## config.mk

```make
export PLATFORM = sky130hd
export DESIGN_NAME = dsrlzr_rx_flat
export DESIGN_NICKNAME = d
export VERILOG_FILES = /design/src/rtl/dsrlzr_rx_if.sv /design/src/rtl/dsrlzr_rx.sv /design/src/flat_wrapper.sv
export SDC_FILE = /design/constraint.sdc
export NUM_CORES = 1
export LEC_CHECK = 0
export CORE_AREA = 5 5 42 44
export CTS_BUF_LIST = sky130_fd_sc_hd__clkbuf_8
export CTS_CLUSTER_DIAMETER = 150
export DETAILED_ROUTE_END_ITERATION = 8
export DIE_AREA = 0 0 47 49
export PLACE_DENSITY = 0.75
export SETUP_SLACK_MARGIN = 0.15
export SLEW_MARGIN = 10
export SYNTH_ARGS = -nofsm -noshare
export SYNTH_HDL_FRONTEND = slang
export SYNTH_SLANG_ARGS = --single-unit
```

## constraint.sdc

```tcl
create_clock -name clk -period 2.29 [get_ports clk]
set_input_delay 0.687 -clock clk [delete_from_list [all_inputs] [get_ports clk]]
set_output_delay 0.687 -clock clk [all_outputs]
set_load 0.005 [all_outputs]
```

## src/rtl/dsrlzr_rx_if.sv

```systemverilog
// rtl/dsrlzr_rx_if.sv - serial line and parallel word bundle for dsrlzr_rx
interface dsrlzr_rx_if #(
    parameter int WIDTH = 4
);
    logic             z;
    logic [WIDTH-1:0] y;
    logic             valid;
    logic             par_err;
    logic             frame_err;
    logic             busy;

    modport master (
        output z,
        input  y, valid, par_err, frame_err, busy
    );

    modport slave (
        input  z,
        output y, valid, par_err, frame_err, busy
    );
endinterface

```

## src/rtl/dsrlzr_rx.sv

```systemverilog
// rtl/dsrlzr_rx.sv - start/data/parity/stop serial deserializer, one bit per clock
module dsrlzr_rx #(
    parameter int WIDTH     = 4,
    parameter int PARITY_EN = 0
) (
    input  logic         clk,
    input  logic         rst,
    dsrlzr_rx_if.slave   bus
);
    localparam int CW = $clog2(WIDTH + 1);

    typedef enum logic [1:0] {
        IDLE = 2'd0,
        DATA = 2'd1,
        PAR  = 2'd2,
        STOP = 2'd3
    } state_t;

    state_t           state, state_next;
    logic [CW-1:0]    cnt, cnt_next;
    logic [WIDTH-1:0] shreg, shreg_next;
    logic             pbit, pbit_next;
    logic [WIDTH-1:0] y_q, y_next;
    logic             valid_q, valid_next;
    logic             par_err_q, par_err_next;
    logic             frame_err_q, frame_err_next;
    logic             busy_q;

    always_ff @(posedge clk) begin
        if (rst) begin
            state       <= IDLE;
            cnt         <= '0;
            shreg       <= '0;
            pbit        <= 1'b0;
            y_q         <= '0;
            valid_q     <= 1'b0;
            par_err_q   <= 1'b0;
            frame_err_q <= 1'b0;
            busy_q      <= 1'b0;
        end else begin
            state       <= state_next;
            cnt         <= cnt_next;
            shreg       <= shreg_next;
            pbit        <= pbit_next;
            y_q         <= y_next;
            valid_q     <= valid_next;
            par_err_q   <= par_err_next;
            frame_err_q <= frame_err_next;
            busy_q      <= (state_next != IDLE);
        end
    end

    always_comb begin
        state_next     = state;
        cnt_next       = cnt;
        shreg_next     = shreg;
        pbit_next      = pbit;
        y_next         = y_q;
        valid_next     = 1'b0;
        par_err_next   = 1'b0;
        frame_err_next = 1'b0;
        case (state)
            IDLE: begin
                if (!bus.z) begin
                    state_next = DATA;
                    cnt_next   = '0;
                end
            end
            DATA: begin
                // MSB arrives first, so left-shifting lands it in y[WIDTH-1]
                shreg_next = {shreg[WIDTH-2:0], bus.z};
                cnt_next   = cnt + CW'(1);
                if (cnt == CW'(WIDTH - 1))
                    state_next = (PARITY_EN != 0) ? PAR : STOP;
            end
            PAR: begin
                pbit_next  = bus.z;
                state_next = STOP;
            end
            STOP: begin
                if (bus.z) begin
                    y_next       = shreg;
                    valid_next   = 1'b1;
                    par_err_next = (PARITY_EN != 0) ? ((^shreg) ^ pbit) : 1'b0;
                end else begin
                    frame_err_next = 1'b1;
                end
                state_next = IDLE;
            end
            default: state_next = IDLE;
        endcase
    end

    assign bus.y         = y_q;
    assign bus.valid     = valid_q;
    assign bus.par_err   = par_err_q;
    assign bus.frame_err = frame_err_q;
    assign bus.busy      = busy_q;
endmodule

```

## src/flat_wrapper.sv

```systemverilog
// flat-port wrapper written by rule: the top's interface ports become plain ports
module dsrlzr_rx_flat 
#(
    parameter int WIDTH     = 4,
    parameter int PARITY_EN = 0
)
  (clk, rst, bus_z, bus_y, bus_valid, bus_par_err, bus_frame_err, bus_busy);
  dsrlzr_rx_if #(.WIDTH(WIDTH)) bus_i ();
  input  logic clk;
  input  logic rst;
  input wire logic [$bits(bus_i.z)-1:0] bus_z;
  output wire logic [$bits(bus_i.y)-1:0] bus_y;
  output wire logic [$bits(bus_i.valid)-1:0] bus_valid;
  output wire logic [$bits(bus_i.par_err)-1:0] bus_par_err;
  output wire logic [$bits(bus_i.frame_err)-1:0] bus_frame_err;
  output wire logic [$bits(bus_i.busy)-1:0] bus_busy;
  assign bus_i.z = bus_z;
  assign bus_y = bus_i.y;
  assign bus_valid = bus_i.valid;
  assign bus_par_err = bus_i.par_err;
  assign bus_frame_err = bus_i.frame_err;
  assign bus_busy = bus_i.busy;
  dsrlzr_rx #(.WIDTH(WIDTH), .PARITY_EN(PARITY_EN)) u_core (.clk(clk), .rst(rst), .bus(bus_i));
endmodule
```

==> impl_metrics.py, run 1 <==
metrics = {
    "synthesis": {
        "synth_area_leaders": "dfxtp_1, ha_1, mux2i_1",
        "yosysMostFrequentCell": "dfxtp_1",
        "ys_types": 19,
        "synth_common_cells": "dfxtp_1, a21oi_1, nor2_1, nand2_1",
        "async_reset_ff_share_pct": 0,
        "synth_largest_area_cell": "dfxtp_1",
        "ys_ff_latch": 16,
        "synth-edff-count": 0,
        "ys.flop_type": "dfxtp_1",
        "yosys_warnings": 0,
        "synthesis.nets": 78,
        "synth.cell_area_sq_um": 658,
        "syn_area_per_cell_sq_um": 9.40,
        "yosysSeqAreaShare_pct": 48.7,
        "netlist_instances": 70,
        "synth_top_area_share_pct": 48.7,
    },
    "pwr": {
        "power.density_mw_per_mm2": 744,
        "worst_ir_drop_vdd_v": 0.000373,
        "leakagePower_nw": 0.305,
    },
    "worst_setup_path": {
        "worst-path-buf-inv": 1,
        "start_kind": "flop",
        "crit_type": "flop to output pin",
        "ff2ff_setup_slack_ns": 0.78,
        "ff2ff_path_depth": 4,
        "end_kind": "output pin",
        "crit_fanout": 2,
        "crit_cells": 1,
        "crit_path_start": "u_core.bus.y[3]",
        "cp_data_arrival_time_ns": 1.07,
        "crit_chain": "clkdlybuf4s50_1",
        "critical_path.endpoint": "bus_y[3]",
        "reg2reg_from": "u_core.state[0]",
        "required_ns": 1.60,
        "critPathMaxStageDelay_ns": 0.50,
        "critical_path.top_delay_family": "buffers and inverters",
        "crit_slowest_cell": "clkdlybuf4s50_1",
        "reg2reg_to": "u_core.cnt[2]",
    },
    "clock_network": {
        "cts_tree": "done",
        "cts_resized": 0,
        "post_cts_buffers": 0,
        "cts_hold_buf": 0,
        "cts-root-buf": "clkbuf_8",
        "clock_tree.buffer_depth": 2,
        "clkTransAtPathRegs_ns": 0.06,
        "cts_buffers": 3,
        "clk_latency_ns": 0.25,
        "htreeDepth": 1,
        "clock-sinks": 16,
    },
    "timing": {
        "finalSetupViolCount": 0,
        "slew_viol_final": 0,
        "setup_ws_ns": 0.531,
        "clock_skew_ns": 0.00317,
        "rsz0062_at_grt": "no",
        "min_period_ns": 1.76,
        "fmax_mhz": 568,
        "finalCritPeriodShare_pct": 76.8,
        "fin_tns_setup_ns": 0,
        "hold_viol": 0,
    },
    "cells_and_area": {
        "area_growth_pct": 21.1,
        "diodes": 0,
        "drive_above_1_share_pct": 7.50,
        "layout.nets": 89,
    },
    "global_route": {
        "grt_pass1_vias": 464,
        "groute.usage.overall_pct": 12.0,
        "grt_overflow_total": 0,
        "grt_pass1_wl_um": 1980,
        "grt_start_max_net_pins": 11,
        "antenna_found_initial": 0,
    },
    "place": {
        "hpwl_um": 827,
        "gp_congestion": 0.804,
        "io_buffers": 9,
        "place_ws_ns": 0.302,
    },
    "floorplanning": {
        "design.die.area_sq_mm": 0.00230,
        "start_util_pct": 47.0,
        "die_h_um": 49,
        "die_x_um": 47,
        "fp.coreArea_sq_mm": 0.00140,
        "rows": 14,
        "boundaryPins": 11,
    },
    "hold_path": {
        "hold_path_startpoint": "u_core.bus.y[1]",
        "hp-class": "flop to flop",
    },
    "routing": {
        "drcViolationCount": 0,
        "drt-vias-per-instance": 5.27,
        "wl_per_cell_um": 12.0,
        "postRouteAntennaNets": 0,
        "drt-initial-drc-count": 19,
        "dr.pass1.iters": 4,
        "dr_total_vias": 506,
        "postRouteWirelength_um": 1150,
    },
    "outcome": {
        "outcome": "complete, no violations",
    },
    "run": {
        "maxCapViolCount": 0,
    },
}
-- cells in the final DEF (no fill, tap or decap), drive strengths merged, types with 2 or more instances in the layout --
master and instances:
inv 4, or3 2, clkbuf 4, a21oi 7, nand2 6, mux2i 4
clkdlybuf4s50 9, dfxtp 16, a311oi 2, nand3 5, ha 5, o21ai 3
nor2 7
-- where the power goes --
part	switching [W]	total, W	internal (W)
sequential	0.00000608	0.000294	0.000288
combinational	0.0000297	0.0000553	0.0000255
clock	0.0000915	0.000244	0.000152
-- flip-flops by register name, indices dropped and copies added (netlist names) --
name,count
u_core.bus.busy,1
u_core.bus.frame_err,1
u_core.bus.valid,1
u_core.bus.y,4
u_core.cnt,3
u_core.shreg,4
u_core.state,2
-- layer usage --
metal | part of all wire [%] | wire length (um) | GRT usage (%) | vias to the layer above
li1 | - | - | - | 254
met4 | 3.2 | 37 | 8.29 | 0
met2 | 45 | 513 | 16.3 | 10
met1 | 48 | 549 | 15.9 | 237
met5 | 0 | 0 | 0 | -
met3 | 4.2 | 48 | 3.32 | 5
-- through the flow --
step	hold slack, ns	util, %	power (W)	area [sq um]	std cells
after detailed placement	0.449	52.9	0.000354	742	92
after CTS	0.458	56.9	0.000596	797	96
after floorplan	0.447	-	0.000343	658	70
after global placement	0.445	52.9	0.000352	742	92
final	0.455	56.9	0.000593	797	96
after global routing	0.494	56.9	0.000619	797	96
-- kinds of logic after synthesis --
group                      share of synthesized area [%]
DFF                                                 48.7
other                                              0.570
AOI/OAI and AO/OA                                   11.2
adders and majority gates                           9.51
and+or+nand+nor                                     16.5
buffers and inverters                               7.41
muxes                                               6.08
-- how the worst min path moves through the flow --
stage / cells past startpoint / slack (ns) / to
after floorplan: 2 / 0.45 / u_core.bus.y[3]
after global placement: 2 / 0.45 / u_core.bus.y[1]
after detailed placement: 2 / 0.45 / u_core.bus.y[1]
after CTS: 2 / 0.46 / u_core.bus.y[1]
after global routing: 2 / 0.49 / u_core.bus.y[1]
final: 2 / 0.45 / u_core.bus.y[1]
-- cell type report --
cell class	instances	area, sq um
inverter	4	15.0
clock buffer	4	55.1
fill	135	604
timing repair buffer	10	97.6
multi-input combinational	46	289
sequential	16	320
tap	16	20.0
No activity file was read; power rests on OpenSTA's default activity.
==> inputs of run 2 (changes only) <==
--- a/config.mk
+++ b/config.mk
@@ -5,11 +5,11 @@
 export SDC_FILE = /design/constraint.sdc
 export NUM_CORES = 1
 export LEC_CHECK = 0
-export CORE_AREA = 5 5 42 44
+export CORE_MARGIN = 5
+export CORE_UTILIZATION = 47
 export CTS_BUF_LIST = sky130_fd_sc_hd__clkbuf_8
 export CTS_CLUSTER_DIAMETER = 150
 export DETAILED_ROUTE_END_ITERATION = 8
-export DIE_AREA = 0 0 47 49
 export PLACE_DENSITY = 0.75
 export SETUP_SLACK_MARGIN = 0.15
 export SLEW_MARGIN = 10
==> constraint.sdc (replaced) <==
create_clock -name clk -period 1.48 [get_ports clk]
set_input_delay 0.444 -clock clk [delete_from_list [all_inputs] [get_ports clk]]
set_output_delay 0.444 -clock clk [all_outputs]
set_load 0.005 [all_outputs]
==> run 2 against run 1 <==
  * Register-to-register slack got worse by 0.59 ns
  * Setup slack got worse by 0.34 ns
  * Critical path type is now flop to flop
  * Via count increased by 2.0%
  * Hold slack got worse by 0.0048 ns
  * Combinational power increased by 120%
==> impl_metrics.py, run 2 (same netlist as run 1, synthesis figures left out) <==
metrics = {
    "outcome": {
        "outcome": "complete, no violations",
    },
    "cells_and_area": {
        "area_growth_pct": 32.5,
        "drive_above_1_share_pct": 25.9,
        "diodes": 0,
        "mostFrequentLayoutCells": "dfxtp_1, nor2_1, dlygate4sd2_1, buf_4",
        "layout_commonest_cell": "dfxtp_1",
        "nFillCells": 109,
        "layout.nets": 95,
    },
    "global_route": {
        "antenna_found_initial": 0,
        "grt_overflow_total": 0,
        "grt_pass1_vias": 411,
        "grt_start_max_net_pins": 12,
        "grt_pass1_wl_um": 1770,
        "groute.usage.overall_pct": 12.3,
    },
    "worst_setup_path": {
        "crit_fanout": 5,
        "end_kind": "flop",
        "reg2reg_to": "u_core.cnt[2]",
        "ff2ff_setup_slack_ns": 0.19,
        "start_kind": "flop",
        "ff2ff_path_depth": 5,
        "crit_slowest_cell": "dfxtp_2",
        "cp_data_arrival_time_ns": 1.48,
        "crit_type": "flop to flop",
        "reg2reg_from": "u_core.state[1]",
        "crit_chain": "inv_4 > ha_4 > and2_4 > or3_4 > a21oi_2",
        "critPathMaxStageDelay_ns": 0.36,
        "required_ns": 1.67,
    },
    "hold_path": {
        "hold_end": "u_core.bus.y[3]",
        "hp-class": "flop to flop",
        "whs_path_depth": 2,
        "hold_path_startpoint": "u_core.bus.y[3]",
    },
    "timing": {
        "hold_viol": 0,
        "clock_skew_ns": 0.00222,
        "fin_tns_setup_ns": 0,
        "finalSetupViolCount": 0,
        "fin_worst_hold_slack_ns": 0.450,
        "finalCritPeriodShare_pct": 87.1,
        "fmax_mhz": 776,
        "rsz0062_at_grt": "yes",
        "min_period_ns": 1.29,
        "slew_viol_final": 0,
    },
    "run": {
        "maxCapViolCount": 0,
    },
    "floorplanning": {
        "die_h_um": 47.4,
        "fp.coreArea_sq_mm": 0.00132,
        "die_x_um": 47.4,
        "boundaryPins": 11,
        "rows": 13,
        "design.die.area_sq_mm": 0.00225,
        "start_util_pct": 50.0,
    },
    "routing": {
        "dr.pass1.iters": 4,
        "drt-vias-per-instance": 5.16,
        "drt-initial-drc-count": 17,
        "wl_per_cell_um": 11.7,
        "dr_total_vias": 516,
        "postRouteAntennaNets": 0,
        "postRouteWirelength_um": 1170,
        "drcViolationCount": 0,
    },
    "clock_network": {
        "cts_hold_buf": 0,
        "cts_tree": "done",
        "htreeDepth": 1,
        "cts-root-buf": "clkbuf_8",
        "clkTransAtPathRegs_ns": 0.06,
        "clk_latency_ns": 0.25,
        "clock-sinks": 16,
        "clock_tree.buffer_depth": 2,
        "cts_buffers": 3,
    },
    "pwr": {
        "p_int_w": 0.000690,
        "worst_ir_drop_vdd_v": 0.000753,
        "sequentialPowerShare_pct": 50.8,
        "swShare_pct": 23.0,
        "leakagePower_nw": 0.372,
        "p_switching_w": 0.000206,
        "p_comb_share_pct": 13.9,
        "power.density_mw_per_mm2": 1030,
        "p_clk_share_pct": 35.3,
    },
    "place": {
        "gp_congestion": 0.825,
        "io_buffers": 9,
        "hpwl_um": 837,
    },
}
## run 2: cell types whose count changed in the layout (fill, tap and decap cells not counted), sizes merged
cell | previous run | this run
dlymetal6s2s | 0 | 1
clkdlybuf4s50 | 9 | 1
clkbuf | 4 | 3
buf | 1 | 7
dlygate4sd2 | 0 | 7
## run 2: per-layer routing
layer  global-route usage (%)  vias up  part of all wire [%]  routed length, um
li1                         -      265                     -                  -
met1                     15.8      235                    48                561
met2                     16.3       12                    44                518
met3                     3.38        4                   5.5                 65
met4                     11.6        0                   2.3                 27
met5                        0        -                     0                  0
## run 2: critical path, delay by kind of cell, from the launching register on
family                     cells  cell delay, ns
buffers and inverters          1            0.05
AOI/OAI and AO/OA              1            0.12
and+or+nand+nor                2            0.52
DFF                            1            0.36
adders and majority gates      1            0.16
## run 2: through the flow
step / cells / total power (W) / setup slack (ns) / instance area (sq um) / util [%]
2_1_floorplan: 70 / 0.000531 / 0.162 / 658 / -
6_report: 100 / 0.000896 / 0.191 / 872 / 66.2
4_1_cts: 97 / 0.000876 / 0.150 / 800 / 60.7
3_5_place_dp: 94 / 0.000558 / -0.120 / 763 / 57.9
5_1_grt: 100 / 0.000941 / 0.129 / 872 / 66.2
3_3_place_gp: 94 / 0.000554 / -0.0728 / 763 / 57.9
## run 2: how the worst max path moves through the flow
| stage | endpoint | slack, ns | cells after the start | from |
|---|---|---|---|---|
| global route | u_core.cnt[2] | 0.13 | 5 | u_core.state[1] |
| CTS | u_core.cnt[0] | 0.15 | 4 | bus_z |
| floorplan | u_core.cnt[0] | 0.16 | 5 | u_core.state[0] |
| finish | u_core.cnt[2] | 0.19 | 5 | u_core.state[1] |
| detailed placement | u_core.cnt[0] | -0.12 | 4 | bus_z |
| global placement | u_core.cnt[0] | -0.07 | 4 | bus_z |
## run 2: repair_timing
item | in CTS | in global routing
cloned | 0 | 0
pin swaps | 0 | 3
gates resized for setup | 9 | 14
buffers inserted | 0 | 3
endpoints found under the setup margin | 9 | 7
## run 2: power by group through the flow
stage               clock (W)  combinational [W]  sequential [W]
floorplan                   0          0.0000680        0.000463
global placement            0          0.0000901        0.000464
global route         0.000349           0.000135        0.000457
CTS                  0.000327          0.0000921        0.000456
finish               0.000316           0.000124        0.000455
detailed placement          0          0.0000932        0.000465
## run 2: area by class of cell
class | count | area (sq um) | area share, %
multi-input cells | 46 | 332 | 38.0
flip-flops and latches | 16 | 327 | 37.4
repair buffers | 16 | 136 | 15.6
clock buffers | 3 | 41.3 | 4.73
well taps | 15 | 18.8 | 2.15
inverters | 4 | 17.5 | 2.01
